**config.mk**
```make
export PLATFORM = sky130hd
export DESIGN_NAME = vga_scan_ctrl
export DESIGN_NICKNAME = d
export VERILOG_FILES = /design/src/rtl/vga_scan_ctrl.sv
export SDC_FILE = /design/constraint.sdc
export NUM_CORES = 1
export LEC_CHECK = 0
export BUFFER_PORTS_ARGS = -buffer_cell sky130_fd_sc_hd__buf_4
export CAP_MARGIN = 5
export CORE_MARGIN = 3
export CORE_UTILIZATION = 55
export CTS_BUF_LIST = sky130_fd_sc_hd__clkbuf_8
export CTS_CLUSTER_DIAMETER = 200
export DETAILED_ROUTE_END_ITERATION = 10
export GPL_TIMING_DRIVEN = 0
export PLACE_DENSITY = 0.85
export SETUP_SLACK_MARGIN = 0.5
export SYNTH_ARGS = -nofsm -noshare
export SYNTH_HDL_FRONTEND = slang
export SYNTH_SLANG_ARGS = --single-unit
```
**constraint.sdc**
```tcl
create_clock -name clk -period 3.3 [get_ports clk]
set_input_delay 0.165 -clock clk [delete_from_list [all_inputs] [get_ports clk]]
set_output_delay 0.165 -clock clk [all_outputs]
set_load 0.02 [all_outputs]
```
**src/rtl/vga_scan_ctrl.sv**
```systemverilog
`default_nettype none
// ============================================================================
//  Module      : vga_scan_ctrl
//  Description : Raster timing generator and final pixel output stage.
//                Scans hcnt/vcnt, broadcasts the scan address to the layer
//                renderers, delays sync/blanking to match renderer latency,
//                selects the pixel color and emits a per-frame tick.
//  Revision    : 1.0 - initial release
// ============================================================================
module vga_scan_ctrl #(
   parameter int          H_ACTIVE = 1280,
   parameter int          H_FP     = 48,
   parameter int          H_SYNC   = 112,
   parameter int          H_BP     = 248,
   parameter int          V_ACTIVE = 1024,
   parameter int          V_FP     = 1,
   parameter int          V_SYNC   = 3,
   parameter int          V_BP     = 38,
   parameter logic        SYNC_POL = 1'b1,
   parameter int          PIPE     = 1,
   parameter logic [11:0] BG_COLOR = 12'h000
) (
   input  logic        clk,
   input  logic        rst,
   output logic [10:0] xaddr,
   output logic [9:0]  yaddr,
   output logic        addr_valid,
   input  logic        iswall,
   input  logic [11:0] wall_color,
   output logic        vga_hs,
   output logic        vga_vs,
   output logic [3:0]  vga_r,
   output logic [3:0]  vga_g,
   output logic [3:0]  vga_b,
   output logic        frame_tick
);

   localparam int          c_H_TOT    = H_ACTIVE + H_FP + H_SYNC + H_BP;
   localparam int          c_V_TOT    = V_ACTIVE + V_FP + V_SYNC + V_BP;
   localparam logic [10:0] c_H_LAST   = 11'(c_H_TOT - 1);
   localparam logic [10:0] c_V_LAST   = 11'(c_V_TOT - 1);
   localparam logic [10:0] c_H_ACT    = 11'(H_ACTIVE);
   localparam logic [10:0] c_V_ACT    = 11'(V_ACTIVE);
   localparam logic [10:0] c_HS_BEG   = 11'(H_ACTIVE + H_FP);
   localparam logic [10:0] c_HS_END   = 11'(H_ACTIVE + H_FP + H_SYNC - 1);
   localparam logic [10:0] c_VS_BEG   = 11'(V_ACTIVE + V_FP);
   localparam logic [10:0] c_VS_END   = 11'(V_ACTIVE + V_FP + V_SYNC - 1);

   logic [10:0]     r_hcnt;
   logic [10:0]     r_vcnt;
   logic            w_de;
   logic            w_hs_raw;
   logic            w_vs_raw;
   logic [PIPE-1:0] r_de_sr;
   logic [PIPE-1:0] r_hs_sr;
   logic [PIPE-1:0] r_vs_sr;
   logic            w_de_d;
   logic            w_hs_d;
   logic            w_vs_d;
   logic [11:0]     w_color;

   // Horizontal/vertical scan counters; vcnt advances as hcnt wraps
   always_ff @(posedge clk) begin
      if (rst) begin
         r_hcnt <= 11'd0;
         r_vcnt <= 11'd0;
      end else if (r_hcnt == c_H_LAST) begin
         r_hcnt <= 11'd0;
         if (r_vcnt == c_V_LAST) begin
            r_vcnt <= 11'd0;
         end else begin
            r_vcnt <= r_vcnt + 11'd1;
         end
      end else begin
         r_hcnt <= r_hcnt + 11'd1;
      end
   end

   // Undelayed raster flags, straight from the counter registers
   assign w_de       = (r_hcnt < c_H_ACT) && (r_vcnt < c_V_ACT);
   assign w_hs_raw   = (r_hcnt >= c_HS_BEG) && (r_hcnt <= c_HS_END);
   assign w_vs_raw   = (r_vcnt >= c_VS_BEG) && (r_vcnt <= c_VS_END);

   assign xaddr      = r_hcnt;
   assign yaddr      = (r_vcnt < c_V_ACT) ? r_vcnt[9:0] : 10'd0;
   assign addr_valid = w_de;
   assign frame_tick = (r_hcnt == 11'd0) && (r_vcnt == c_V_ACT);

   // Delay line matching the renderer latency so sync/blank line up with color
   generate
      if (PIPE == 1) begin : g_pipe_single
         always_ff @(posedge clk) begin
            if (rst) begin
               r_de_sr <= '0;
               r_hs_sr <= '0;
               r_vs_sr <= '0;
            end else begin
               r_de_sr <= w_de;
               r_hs_sr <= w_hs_raw;
               r_vs_sr <= w_vs_raw;
            end
         end
      end else begin : g_pipe_multi
         always_ff @(posedge clk) begin
            if (rst) begin
               r_de_sr <= '0;
               r_hs_sr <= '0;
               r_vs_sr <= '0;
            end else begin
               r_de_sr <= {r_de_sr[PIPE-2:0], w_de};
               r_hs_sr <= {r_hs_sr[PIPE-2:0], w_hs_raw};
               r_vs_sr <= {r_vs_sr[PIPE-2:0], w_vs_raw};
            end
         end
      end
   endgenerate

   assign w_de_d  = r_de_sr[PIPE-1];
   assign w_hs_d  = r_hs_sr[PIPE-1];
   assign w_vs_d  = r_vs_sr[PIPE-1];

   // Blanking forces black; inside the window the renderer hit selects color
   assign w_color = w_de_d ? (iswall ? wall_color : BG_COLOR) : 12'h000;

   // Registered VGA pin drivers
   always_ff @(posedge clk) begin
      if (rst) begin
         vga_r  <= 4'd0;
         vga_g  <= 4'd0;
         vga_b  <= 4'd0;
         vga_hs <= ~SYNC_POL;
         vga_vs <= ~SYNC_POL;
      end else begin
         vga_r  <= w_color[11:8];
         vga_g  <= w_color[7:4];
         vga_b  <= w_color[3:0];
         vga_hs <= w_hs_d ? SYNC_POL : ~SYNC_POL;
         vga_vs <= w_vs_d ? SYNC_POL : ~SYNC_POL;
      end
   end

endmodule
`default_nettype wire

```
==> results <==
- The flow ran to the end, and the final reports show no timing, DRC or antenna violations.
- During synthesis, Yosys emitted a total of 0 warnings.
- The analysis attributes to cell leakage a power of 0.910 nW.
- The initial antenna violation count is 0.
- The hold path endpoint is vga_r[2].
- The area of the placeable core is 2850 um^2.
- After detailed routing, the number of remaining DRC violations is 0.
- Between clock sinks in the finished design, the worst skew comes to 0.00232 ns.
- The post-placement worst setup slack is 1.08 ns.
- After detailed placement, the total cell area comes to 2130 um^2.
- In this run the register-to-register setup slack is roughly 1.0 ns.
- The total number of vias is between 1500 and 2000.
- The number of cell rows is 19.
- The origin of the worst min-delay path is wall_color[10].
- In this run the power density over the cells is 415 nW/um^2.
- For this run, asynchronously set or reset flops after synthesis account for 0.
- The sum of buffers and inverters on the critical path is 2.
- The maximum count of clock buffers along a single path is 2.
- The maximum number of pins on one net before global-route repair is 14.
- The width of the die is 61.7 um.
- The cell count after synthesis is 202.
- In the final layout, the share of cells above drive strength 1 is 0.241.
- The via count of the first global-routing pass is 1495.
- Pin placement for this block handled 52 I/O pins.
- The first global-routing pass estimated 6660 um of wire.
- The remaining global-route overflow is 0.
- The critical-path maximum fanout is 10.
- The kind of cell with the highest combined delay along the critical path is simple AND/OR/NAND/NOR gates.
- The initial cell density of the core is 0.598.
- The number of nets in the synthesized netlist is ~220.
- The most frequently used flop master after synthesis is sky130_fd_sc_hd__dfxtp_1.
- Data on the critical path is required at its endpoint by between 3 and 4 ns.
- The number of design-rule violations left by the first detailed-router iteration is 90.
- In this design, the stage delay of the slowest critical-path cell is 0.57 ns.
- Hold repair after CTS inserted 0 buffers.
- The reg-to-reg endpoint is r_vcnt[9].
- Setup repair after global routing left no endpoint under its margin.
- The count of input and output buffers is 51.
- The critical path is of the flip-flop to flip-flop type.
- In this run the tightest slew margin relative to its limit is 0.682.
- The tool flagged a number of max-cap violations equal to 0.
- The total die area is 3810 um^2.
- The count of flip-flops with a built-in enable after synthesis is 0.
- The diode insertion count for antenna repair is 0.
- From synthesis to final layout, the design area changed by 31.3%.
- The class of the most critical hold timing path is primary input to flip-flop.
- STA classifies the critical path startpoint as a flip-flop.
- The final period utilization is 0.683.
- IR analysis of the VDD net gives a maximum drop of between 300 and 400 uV.
- The post-detailed-route via-to-cell ratio is 5.63.
- The leading cell type by number of instances after synthesis is sky130_fd_sc_hd__dfxtp_1.
- The final RePlAce weighted congestion is 0.880.
- The average wire per standard cell is 14.1 um.
- The residual antenna-violating net count after detailed routing is 0.
- The critical path's slowest cell is sky130_fd_sc_hd__or4_4.
- The number of failing hold endpoints at the final stage is 0.
- The total power after layout is 0.930 mW.
- The worst setup path is captured at a flip-flop.
- The wire length after detailed routing is roughly 4100 um.
- In the global route stage, overall resource usage came out at 0.235.
- The total of flip-flops plus latches after synthesis is 39.
- The number of failing setup endpoints in the final timing report is 0.
- The half-perimeter wire length after placement is 2860 um.
- sky130_fd_sc_hd__dfxtp_1 takes more of the synthesized area than any other cell.
- The number of cells upsized or downsized after cts is 0.
- The clock tree root buffer cell is sky130_fd_sc_hd__clkbuf_8.
- The clock net sink count is 39.
- The number of clock buffers added by TritonCTS is 5.
- The filler cell count in the final layout is 209.
- The clock tree from TritonCTS is yes.
- The minimum clock period after layout is 2.25 ns.
- The vertical die dimension is 61.7 um.
- Clock-pin slew was measured on the worst setup and hold paths at 0.08 ns.
- The net count of the finished layout is 280.
- After synthesis, the netlist uses 31 different library cells.
- Once routing completed, OpenROAD measured the worst setup slack at 1.05 ns.
- The number of iterations in the first detailed-routing pass is 4.
- By area the synthesized netlist is led by sky130_fd_sc_hd__dfxtp_1, sky130_fd_sc_hd__nor2_1, sky130_fd_sc_hd__and2_1, sky130_fd_sc_hd__ha_1, sky130_fd_sc_hd__a21oi_1.
- The synthesized area per cell is 8.44 um^2.
- For this run, the register share of the synthesized area comes to 0.458.
- For the worst setup path, the data arrival time is 2.41 ns.
- For the final routed database, the setup TNS stands at 0 ns.
- The final-report max-slew violation count is 0.
- For the worst flop-to-flop path, the logic depth is 6.
- In this run the number of H-tree levels came out at 2.
- After clock tree synthesis, the setup repair step added 0 buffers.
- For the pin with the worst max-slew slack, the measured transition is ~0.48 ns.
- The area share of the leading cell type in the synthesized netlist is 0.458.
- After synthesis, the most frequently instantiated cells are sky130_fd_sc_hd__dfxtp_1, sky130_fd_sc_hd__nor2_1, sky130_fd_sc_hd__and2_1, sky130_fd_sc_hd__nand2_1.
- Counting instances, the worst hold path has a depth of 2.
- The final design area excluding fillers is between 2000 and 2500 um^2.
- The critical path goes through or4_4 > or3_1 > buf_2 > clkbuf_1 > o31ai_1 > a21oi_1.
- The clock network latency to the later pin of the worst-skew pair is roughly 0.29 ns.
- The start of the worst register-to-register path is xaddr[5].
- The upper clock frequency limit is 444 MHz.
- The cell area that synthesis handed to floorplanning was roughly 1700 um^2.
-- worst max-delay path by stage --
stage | cells after the start | from | endpoint | slack (ns)
after floorplan | 5 | xaddr[5] | r_vcnt[7] | 1.13
after global placement | 6 | xaddr[5] | r_vcnt[9] | 1.09
after detailed placement | 6 | xaddr[5] | r_vcnt[9] | 1.08
after CTS | 6 | xaddr[5] | r_vcnt[9] | 1.06
after global routing | 6 | xaddr[5] | r_vcnt[9] | 0.92
final | 6 | xaddr[5] | r_vcnt[9] | 1.05
-- through the flow --
stage,hold WS (ns),cells,util
floorplan,0.287,202,-
global placement,0.366,284,0.746
detailed placement,0.373,284,0.746
CTS,0.0737,292,0.785
global route,0.0801,292,0.785
finish,0.0768,292,0.785
-- power breakdown --
part | internal, mW | leakage [nW] | switching, mW
Sequential | 0.478 | 0.316 | 0.00393
Combinational | 0.0279 | 0.536 | 0.0294
Clock | 0.225 | 0.0581 | 0.166
Total | 0.731 | 0.910 | 0.199
-- final cells by class --
class | instances | area [um^2] | area share
Multi-Input combinational cell | 141 | 841 | 0.375
Sequential cell | 39 | 781 | 0.349
Timing Repair Buffer | 51 | 383 | 0.171
Clock buffer | 5 | 68.8 | 0.0307
Clock inverter | 3 | 43.8 | 0.0196
Buffer | 11 | 42.5 | 0.0190
Inverter | 11 | 41.3 | 0.0184
Tap cell | 31 | 38.8 | 0.0173
-- cells in the final DEF (no fill, tap or decap), types with 5 or more instances in the layout --
cell type                  count
sky130_fd_sc_hd__buf_4        51
sky130_fd_sc_hd__dfxtp_1      39
sky130_fd_sc_hd__nor2_1       25
sky130_fd_sc_hd__nand2_1      12
sky130_fd_sc_hd__and2_1       12
sky130_fd_sc_hd__inv_1        11
sky130_fd_sc_hd__a21oi_1      11
sky130_fd_sc_hd__nand3_1      10
sky130_fd_sc_hd__clkbuf_1      9
sky130_fd_sc_hd__nor3_1        8
sky130_fd_sc_hd__nor2b_1       6
sky130_fd_sc_hd__or3_1         6
sky130_fd_sc_hd__xnor2_1       6
sky130_fd_sc_hd__nand4_1       5
sky130_fd_sc_hd__ha_1          5
sky130_fd_sc_hd__clkbuf_8      5
-- flip-flops by register name, indices dropped and copies added, names as in the netlist --
name / flops
xaddr: 11
r_hs_sr: 1
vga_b: 4
vga_vs: 1
r_vs_sr: 1
r_vcnt: 11
vga_r: 4
vga_g: 4
r_de_sr: 1
vga_hs: 1
-- worst reg2reg max path, delay by kind of cell, from the launching register on --
family          cells  cell delay, ns
buf+inv             2            0.42
simple gates        2            0.94
compound gates      2            0.39
flops               1            0.38
-- metal layers --
metal	track usage	vias up	routed length [um]
met1	0.310	742	1750
li1	-	807	-
met2	0.371	84	1890
met3	0.0545	10	414
met5	0	-	0
met4	0.0909	0	66
-- cells by family (layout without fill, tap and decap cells) --
| kind of cell | Yosys count | count (layout) | synth area share |
|---|---|---|---|
| DFF | 39 | 39 | 0.458 |
| xor gates and xnor gates | 9 | 9 | 0.0462 |
| AOI/OAI and AO/OA | 26 | 26 | 0.0954 |
| and+or+nand+nor | 101 | 101 | 0.315 |
| buffers and inverters | 22 | 81 | 0.0492 |
| adders and majority gates | 5 | 5 | 0.0367 |
Power figures use the tool's default switching activity.
